### src/rtl/bus_arbiter_4_pkg.sv
// Shared definitions for the 4-input round-robin bus arbiter.
// Holds the FSM state encoding, the requester count and a one-hot helper.
package bus_arbiter_4_pkg;

    localparam int NrOfRequesters = 4;

    typedef enum logic [1:0] {
        IDLE = 2'd0,
        OWN  = 2'd1,
        GAP  = 2'd2
    } arb_state_e;

    function automatic logic [NrOfRequesters-1:0] to_onehot(input logic [1:0] idx);
        return 4'b0001 << idx;
    endfunction

endpackage

### src/rtl/bus_arbiter_4_rr_pick.sv
// rr_pick_4: combinational round-robin winner selection.
// Scans last_owner_i+1, +2, +3, +4 (mod 4) and returns the first requester set.
// Ports:
//   req_i        [3:0]  request vector
//   last_owner_i [1:0]  most recent owner; it has the lowest priority
//   winner_o     [1:0]  selected requester (0 when valid_o is low)
//   valid_o             at least one request is set
module rr_pick_4
    import bus_arbiter_4_pkg::*;
(
    input  logic [NrOfRequesters-1:0] req_i,
    input  logic [1:0]                last_owner_i,
    output logic [1:0]                winner_o,
    output logic                      valid_o
);

    logic [1:0] idx;

    // Walk from the farthest to the nearest candidate so the nearest set bit
    // is written last and wins.
    always_comb begin
        winner_o = 2'd0;
        valid_o  = 1'b0;
        idx      = 2'd0;
        for (int i = NrOfRequesters; i >= 1; i--) begin
            idx = last_owner_i + 2'(i);
            if (req_i[idx]) begin
                winner_o = idx;
                valid_o  = 1'b1;
            end
        end
    end

endmodule

### src/rtl/bus_arbiter_4.sv
// bus_arbiter_4: round-robin arbiter and sequencer for a shared 4:1 bus mux.
// Grants one requester at a time, drives the mux select/enable directly and
// bounds contested tenures with a hold counter. A one-cycle GAP separates
// consecutive tenures.
//
// state | meaning
// IDLE  | no owner, arbitrating every cycle
// OWN   | owner holds the bus, mux enabled
// GAP   | dead cycle after a release, arbitrating with updated last owner
//
// Ports:
//   clk_i, rst_ni        clock, asynchronous active-low reset
//   req_i     [3:0]      level requests, held until ownership ends
//   done_i               owner's last bus cycle (single-cycle pulse)
//   lock_i               blocks a hold-timer release while high
//   grant_o   [3:0]      one-hot grant, registered
//   sel_o     [1:0]      mux select, registered, holds when not in OWN
//   enable_o             mux enable, registered, high only in OWN
//   busy_o               high in OWN and GAP
//   timeout_o            one-cycle pulse in GAP after a forced release
module bus_arbiter_4
    import bus_arbiter_4_pkg::*;
#(
    parameter int MaxHold = 16
) (
    input  logic                      clk_i,
    input  logic                      rst_ni,
    input  logic [NrOfRequesters-1:0] req_i,
    input  logic                      done_i,
    input  logic                      lock_i,
    output logic [NrOfRequesters-1:0] grant_o,
    output logic [1:0]                sel_o,
    output logic                      enable_o,
    output logic                      busy_o,
    output logic                      timeout_o
);

    arb_state_e                state_q;
    logic [1:0]                owner_q;
    logic [1:0]                last_owner_q;
    logic [7:0]                hold_cnt_q;
    logic [NrOfRequesters-1:0] grant_q;
    logic [1:0]                sel_q;
    logic                      enable_q;
    logic                      busy_q;
    logic                      timeout_q;

    logic [1:0] pick_winner;
    logic       pick_valid;
    logic       contested;
    logic       hold_expired;
    logic       force_release;
    logic       normal_release;

    rr_pick_4 u_pick (
        .req_i        (req_i),
        .last_owner_i (last_owner_q),
        .winner_o     (pick_winner),
        .valid_o      (pick_valid)
    );

    // ">=" rather than "==" so a Lock held past the limit still releases
    // as soon as it drops; the counter keeps running while locked.
    assign contested      = |(req_i & ~to_onehot(owner_q));
    assign hold_expired   = hold_cnt_q >= 8'(MaxHold - 1);
    assign force_release  = hold_expired && !lock_i && contested;
    assign normal_release = done_i || !req_i[owner_q];

    always_ff @(posedge clk_i or negedge rst_ni) begin
        if (!rst_ni) begin
            state_q      <= IDLE;
            owner_q      <= 2'd0;
            last_owner_q <= 2'd3;
            hold_cnt_q   <= 8'd0;
            grant_q      <= '0;
            sel_q        <= 2'd0;
            enable_q     <= 1'b0;
            busy_q       <= 1'b0;
            timeout_q    <= 1'b0;
        end else begin
            timeout_q <= 1'b0;
            case (state_q)
                OWN: begin
                    if (normal_release || force_release) begin
                        state_q      <= GAP;
                        last_owner_q <= owner_q;
                        grant_q      <= '0;
                        enable_q     <= 1'b0;
                        busy_q       <= 1'b1;
                        // A normal cause in the same cycle makes the release normal.
                        timeout_q    <= force_release && !normal_release;
                    end else if (hold_cnt_q != 8'hFF) begin
                        hold_cnt_q <= hold_cnt_q + 8'd1;
                    end
                end
                // IDLE and GAP arbitrate identically; GAP sees the updated last owner.
                default: begin
                    if (pick_valid) begin
                        state_q    <= OWN;
                        owner_q    <= pick_winner;
                        hold_cnt_q <= 8'd0;
                        grant_q    <= to_onehot(pick_winner);
                        sel_q      <= pick_winner;
                        enable_q   <= 1'b1;
                        busy_q     <= 1'b1;
                    end else begin
                        state_q  <= IDLE;
                        grant_q  <= '0;
                        enable_q <= 1'b0;
                        busy_q   <= 1'b0;
                    end
                end
            endcase
        end
    end

    assign grant_o   = grant_q;
    assign sel_o     = sel_q;
    assign enable_o  = enable_q;
    assign busy_o    = busy_q;
    assign timeout_o = timeout_q;

endmodule
### config.mk
export PLATFORM = sky130hd
export DESIGN_NAME = bus_arbiter_4
export DESIGN_NICKNAME = d
export VERILOG_FILES = /design/src/rtl/bus_arbiter_4_pkg.sv /design/src/rtl/bus_arbiter_4_rr_pick.sv /design/src/rtl/bus_arbiter_4.sv
export SDC_FILE = /design/constraint.sdc
export NUM_CORES = 1
export LEC_CHECK = 0
export BUFFER_PORTS_ARGS = -buffer_cell sky130_fd_sc_hd__buf_2
export CORE_MARGIN = 2
export CORE_UTILIZATION = 30
export CTS_CLUSTER_SIZE = 24
export DETAILED_ROUTE_END_ITERATION = 12
export GPL_ROUTABILITY_DRIVEN = 0
export PLACE_DENSITY = 0.51
export SLEW_MARGIN = 15
export SYNTH_ARGS = -nofsm -noshare
export SYNTH_HDL_FRONTEND = slang
export SYNTH_SLANG_ARGS = --single-unit
### constraint.sdc
create_clock -name clk_i -period 2.5 [get_ports clk_i]
set_clock_uncertainty 0.2 [all_clocks]
set_input_delay 0 -clock clk_i [delete_from_list [all_inputs] [get_ports clk_i]]
set_output_delay 0 -clock clk_i [all_outputs]
set_load 0.05 [all_outputs]
==> impl_metrics.env, run 1 <==
export IMPL_detail_route_vias_per_cell=4.98
export IMPL_path_depth=6
export IMPL_drtPass1Iterations=4
export IMPL_fin_cells=187
export IMPL_r2r_start="hold_cnt_q[0]$_DFFE_PN0P_"
export IMPL_antenna_found_initial=0
export IMPL_drt_total_wl_um=2440
export IMPL_worst_ep_required_time_ns=2.55
export IMPL_grt_pass1_wl_um=4120
export IMPL_fin_area_mm2=0.00137
export IMPL_post_route_util_pct=41.0
export IMPL_cp_max_fo=6
export IMPL_syn_avg_cell_area_um2=9.54
export IMPL_tightest_slew_ns=0.844
export IMPL_cts_root_buf="clkbuf_4"
export IMPL_synth_nets=119
export IMPL_clock_latency_ns=0.31
export IMPL_dieWidth_um=63.2
export IMPL_yosys_warnings=0
export IMPL_core_area_mm2=0.00334
export IMPL_p_sw_mw=0.628
export IMPL_netlist_area_mm2=0.00105
export IMPL_gr_usage_all_layers_pct=13.0
export IMPL_r2r_setup_slack_ns=0.16
export IMPL_postRouteAntennaNets=0
export IMPL_syn2layout_area_growth_pct=30.3
export IMPL_row_count=21
export IMPL_wire_per_inst_um=13.0
export IMPL_port_buffers=16
export IMPL_synth_edff_count=0
export IMPL_crit_path_end_kind="register"
export IMPL_cts_htree_levels=1
export IMPL_final_layout_size_suffix_gt1_share_pct=23.4
export IMPL_cts_buffer_depth=2
export IMPL_drc=0
export IMPL_worst_r2r_path_depth=6
export IMPL_path_buf_inv=1
export IMPL_dp_hpwl_um=1750
export IMPL_postPlaceCellArea_mm2=0.00118
export IMPL_cp_start_kind="register"
export IMPL_grt_pass1_vias=908
export IMPL_ys_ff_latch=20
export IMPL_final_nets=151
export IMPL_worstPathCellList="ha_1, nand3_1, a221oi_2, nand2_1, nor3_1, dlygate4sd3_1"
export IMPL_drv_cap=0
export IMPL_p_sw_share_pct=44.2
export IMPL_fmax_mhz=427
export IMPL_post_cts_setup_buffers=0
export IMPL_critPathCapture="timeout_o$_DFF_PN0_"
export IMPL_grt_remaining_overflow=0
export IMPL_p_leak_nw=0.579
export IMPL_grt_max_degree=19
export IMPL_ys_types=37
export IMPL_yosysSeqAreaShare_pct=47.9
export IMPL_netlist_top_cells_area="dfrtp_1 43%, o21ai_0 6.7%, nand2_1 5.7%"
export IMPL_p_per_area_mw_per_mm2=1040
export IMPL_hold_viol_final=0
export IMPL_dp_slack_ns=0.234
export IMPL_cp_slowest_cell="dlygate4sd3_1"
export IMPL_slew_violations=0
export IMPL_setup_violations=0
export IMPL_path_delay_family="buffers and inverters"
export IMPL_ir_drop_mv=0.773
export IMPL_numCtsBuffers=3
export IMPL_synth_top_area_cell="dfrtp_1"
export IMPL_cts_sinks=20
export IMPL_clk_pin_slew_ns=0.12
export IMPL_critPathKind="register to register"
export IMPL_route_vias_total=932
export IMPL_worstPathArrival_ns=2.39
export IMPL_slowest_delay_ns=0.57
export IMPL_tritoncts="yes"
export IMPL_p_comb_share_pct=45.5
export IMPL_slew_headroom_pct=43.6
export IMPL_syn_inst=110
export IMPL_r2r_end="timeout_o$_DFF_PN0_"
export IMPL_rsz0062_at_grt="false"
export IMPL_finalCritPeriodShare_pct=93.7
export IMPL_cp_startpoint="hold_cnt_q[0]$_DFFE_PN0P_"
export IMPL_post_route_min_period_ns=2.34
export IMPL_p_seq_share_pct=35.7
export IMPL_power_total_mw=1.42
export IMPL_start_util_pct=31.5
export IMPL_die_y_um=63.2
export IMPL_status="complete, no violations"
export IMPL_worst_slack_ns=0.158
export IMPL_die_area_mm2=0.00399
export IMPL_synth_top_area_share_pct=42.9
export IMPL_dpl_cell_count=171
export IMPL_final_setup_tns_ns=0
export IMPL_power_internal_mw=0.794
export IMPL_num_antenna_cells=0
export IMPL_hp_class="register to register"
export IMPL_clock_power_share_pct=18.8
export IMPL_hold_slack_ns=0.301
export IMPL_pin_count=17
export IMPL_async_reset_ff_share_pct=100
export IMPL_drt_iter0_markers=36
export IMPL_synthFlopType="dfrtp_1"
==> worst min-delay path, stage by stage (launching register included) <==
cell	delay [ns]
dfrtp_1	0.37
nand2_1	0.05
o21ai_0	0.06
==> cell usage in the layout (no fill, tap or decap), drive strengths merged <==
cell         count
dlygate4sd3     12
inv              4
nand2b           2
or2              1
nor2b            2
o31ai            1
o22ai            1
dfstp            2
clkbuf           3
and2             1
nand2           16
a221oi           1
a32o             1
a32oi            1
a211oi           1
o311ai           1
or3              4
dfrtp           18
a21oi            8
or4              3
o211ai           1
mux4             1
nor3             2
ha               1
bufinv           1
o21a             2
nand3            4
a31oi            2
o21ai           15
nor4             1
mux2             1
mux2i            2
nor2             7
buf             18
==> per-layer routing <==
metal | up-vias | routed length [um] | GRT usage (%)
li1 | 464 | - | -
met1 | 445 | 1190 | 17.7
met2 | 21 | 1130 | 21.0
met3 | 2 | 99 | 3.39
met4 | 0 | 19 | 2.50
met5 | - | 0 | 0
==> logic make-up after synthesis <==
| family | share of synthesized area (%) |
|---|---|
| flip-flops | 47.9 |
| AND/OR/NAND/NOR | 20.4 |
| buffers and inverters | 3.46 |
| adder cells (fa/ha/maj) | 1.19 |
| multiplexers | 5.48 |
| AO/OA/AOI/OAI | 21.6 |
==> Yosys cell counts, types with 2 or more instances <==
library cell,instances
mux2i_1,2
nor2b_1,2
or4_1,2
o21ai_0,14
dfstp_2,2
a21oi_1,7
nand2_1,16
nand3_1,4
dfrtp_1,18
nor2_1,7
a31oi_1,2
o21a_1,2
inv_1,4
or3_1,4
nor3_1,2
==> worst min-delay path by stage <==
stage	slack, ns	end	start	depth (start not counted)
2_1_floorplan	-0.50	busy_o$_DFFE_PN0P_	rst_ni	0
3_3_place_gp	-0.22	busy_o$_DFFE_PN0P_	rst_ni	1
3_5_place_dp	-0.22	hold_cnt_q[7]$_DFFE_PN0P_	rst_ni	1
4_1_cts	0.31	grant_o[1]$_DFFE_PN0P_	grant_o[1]$_DFFE_PN0P_	2
5_1_grt	0.32	grant_o[2]$_DFFE_PN0P_	grant_o[2]$_DFFE_PN0P_	2
6_report	0.30	grant_o[2]$_DFFE_PN0P_	grant_o[2]$_DFFE_PN0P_	2
==> area by class of cell <==
| cell class | instances | area (um2) |
|---|---|---|
| fill | 347 | 1970 |
| timing repair buffer | 30 | 215 |
| inverter | 4 | 15.0 |
| tap | 46 | 57.6 |
| multi-input combinational | 83 | 524 |
| clock buffer | 3 | 22.5 |
| clock inverter | 1 | 30.0 |
| sequential | 20 | 503 |
==> power groups by stage <==
stage	registers, mW	clock network [mW]	logic [mW]
final	0.508	0.267	0.647
after global routing	0.526	0.283	0.703
after CTS	0.509	0.273	0.640
after detailed placement	0.515	0	0.617
after global placement	0.509	0	0.616
after floorplan	0.684	0	0.296
==> flip-flops by register name, indices dropped and copies added, names as in the netlist <==
| register | cells |
|---|---|
| last_owner_q | 2 |
| grant_o | 4 |
| sel_o | 2 |
| hold_cnt_q | 8 |
| busy_o | 1 |
| state_q | 2 |
| timeout_o | 1 |
==> timing repair <==
item                                    in CTS  in global routing
endpoints found under the setup margin       0                  2
endpoints found under the hold margin       30                  0
hold buffers                                12                  0
resized for setup                            0                  2
(Power assumes the default switching activity.)
==> run 2, diff against run 1 <==
Settings changed: SLEW_MARGIN 15 to 20.
Clock period 2.5 ns to 2.9 ns, I/O delays scaled along.
==> run 2 against run 1 <==
Non-clock buffer count decreased by 2. Wire length increased by 0.12%. Clock power decreased by 39%. Critical endpoint is now hold_cnt_q[5]$_DFFE_PN0P_. Largest cell class unchanged. Highest routed layer unchanged.
==> impl_metrics.env, run 2 (synthesis gave the netlist of run 1 again) <==
export IMPL_p_per_area_mw_per_mm2=859
export IMPL_cts_resized=0
export IMPL_final_common_cell="dfrtp_1"
export IMPL_drc=0
export IMPL_final_nets=149
export IMPL_p_seq_share_pct=38.4
export IMPL_fillers=356
export IMPL_gr_usage_all_layers_pct=14.3
export IMPL_path_delay_family="buffers and inverters"
export IMPL_clock_latency_ns=0.30
export IMPL_numCtsBuffers=3
export IMPL_post_route_min_period_ns=2.62
export IMPL_tritoncts="yes"
export IMPL_post_route_util_pct=39.6
export IMPL_clk_pin_slew_ns=0.11
export IMPL_dieWidth_um=63.2
export IMPL_detail_route_vias_per_cell=4.97
export IMPL_grt_pass1_vias=1005
export IMPL_antenna_found_initial=0
export IMPL_cts_sinks=20
export IMPL_critPathKind="input pin to register"
export IMPL_max_flop_register="hold_cnt_q"
export IMPL_final_layout_size_suffix_gt1_share_pct=22.3
export IMPL_drt_total_wl_um=2440
export IMPL_core_area_mm2=0.00334
export IMPL_r2r_start="hold_cnt_q[0]$_DFFE_PN0P_"
export IMPL_grt_pass1_wl_um=4520
export IMPL_cts_root_buf="clkbuf_4"
export IMPL_die_y_um=63.2
export IMPL_p_sw_share_pct=46.7
export IMPL_p_sw_mw=0.529
export IMPL_grt_max_degree=19
export IMPL_slowest_delay_ns=0.58
export IMPL_path_common_cell="dlygate4sd3_1"
export IMPL_cts_buffer_depth=2
export IMPL_worstPathArrival_ns=2.66
export IMPL_multi_input_area_um2=510
export IMPL_cp_startpoint="req_i[0]"
export IMPL_setup_violations=0
export IMPL_cts_htree_levels=1
export IMPL_syn2layout_area_growth_pct=25.7
export IMPL_status="complete, no violations"
export IMPL_hp_class="input pin to register"
export IMPL_start_util_pct=31.5
export IMPL_slew_violations=0
export IMPL_rsz0062_at_grt="false"
export IMPL_num_antenna_cells=0
export IMPL_cp_start_kind="input pin"
export IMPL_tightest_slew_ns=0.851
export IMPL_hold_slack_ns=0.0856
export IMPL_wire_per_inst_um=13.2
export IMPL_die_area_mm2=0.00399
export IMPL_final_setup_tns_ns=0
export IMPL_slew_headroom_pct=43.1
export IMPL_layout_common_cells="18 x dfrtp_1, 16 x nand2_1, 16 x buf_2"
export IMPL_finalCritPeriodShare_pct=90.4
export IMPL_path_buf_inv=3
export IMPL_p_leak_nw=0.556
export IMPL_worst_slack_ns=0.278
export IMPL_seqCellArea_um2=503
export IMPL_fmax_mhz=381
export IMPL_min_delay_start="done_i"
export IMPL_ir_drop_mv=0.378
export IMPL_cp_slowest_cell="dlygate4sd3_1"
export IMPL_pin_count=17
export IMPL_drv_cap=0
export IMPL_dp_slack_ns=0.586
export IMPL_drt_iter0_markers=27
export IMPL_power_total_mw=1.13
export IMPL_largest_reg_flops=8
export IMPL_dp_hpwl_um=1750
export IMPL_row_count=21
export IMPL_drtPass1Iterations=4
export IMPL_clock_power_share_pct=14.5
export IMPL_worstPathCellList="dlygate4sd3_1, buf_2, or4_4, dlygate4sd3_1, nor2_1, a31oi_1, o21ai_2, o21ai_0, a21oi_1"
export IMPL_grt_remaining_overflow=0
export IMPL_p_comb_share_pct=47.1
export IMPL_power_internal_mw=0.605
export IMPL_cp_max_fo=13
export IMPL_hold_viol_final=0
export IMPL_port_buffers=16
export IMPL_route_vias_total=920
export IMPL_worst_ep_required_time_ns=2.93
export IMPL_postRouteAntennaNets=0
export IMPL_crit_path_end_kind="register"
[run 2: final cells by class]
| class | instances | area share [%] |
|---|---|---|
| Tap cell | 46 | 4.36 |
| Sequential cell | 20 | 38.1 |
| Clock buffer | 4 | 2.75 |
| Multi-Input combinational cell | 83 | 38.7 |
| Timing Repair Buffer | 28 | 15.0 |
| Inverter | 4 | 1.14 |
[run 2: timing repair]
action | in CTS | in global routing
buffers inserted | 0 | 0
endpoints found under the hold margin | 29 | 0
hold buffers | 11 | 0
[run 2: per-stage QoR]
stage / cells / instance area (um2)
after global placement: 170 / 1170
after CTS: 185 / 1320
after floorplan: 110 / 1050
final: 185 / 1320
after detailed placement: 170 / 1170
after global routing: 185 / 1320
[run 2: per-layer routing]
metal	vias to the layer above	wire (um)	part of all wire (%)	global-route usage, %
met1	440	1220	50	19.6
li1	460	-	-	-
met5	-	0	0	0
met3	4	62	2.5	1.61
met2	16	1130	46	22.9
met4	0	31	1.3	5.83
[run 2: power groups by stage]
stage | clock network [mW] | registers, mW | logic (mW)
after floorplan | 0 | 0.589 | 0.255
after global placement | 0 | 0.437 | 0.519
after detailed placement | 0 | 0.441 | 0.524
after CTS | 0.168 | 0.437 | 0.542
after global routing | 0.182 | 0.451 | 0.588
final | 0.164 | 0.435 | 0.535
[run 2: tightest hold or removal path, delay by kind of cell]
| family | cells | cell delay [ns] |
|---|---|---|
| simple gates | 2 | 0.20 |
| compound gates | 2 | 0.12 |
| buf+inv | 2 | 0.24 |
[run 2: path summary, 6_finish.rpt]
path	endpoint	slack [ns]	cells after the start
max	hold_cnt_q[5]$_DFFE_PN0P_	0.28	9
min	grant_o[3]$_DFFE_PN0P_	0.09	6
max reg2reg	hold_cnt_q[6]$_DFFE_PN0P_	0.55	7
min reg2reg	grant_o[0]$_DFFE_PN0P_	0.30	2
max in group asynchronous	hold_cnt_q[2]$_DFFE_PN0P_	0.71	4
min in group asynchronous	last_owner_q[0]$_DFFE_PN1P_	0.53	3
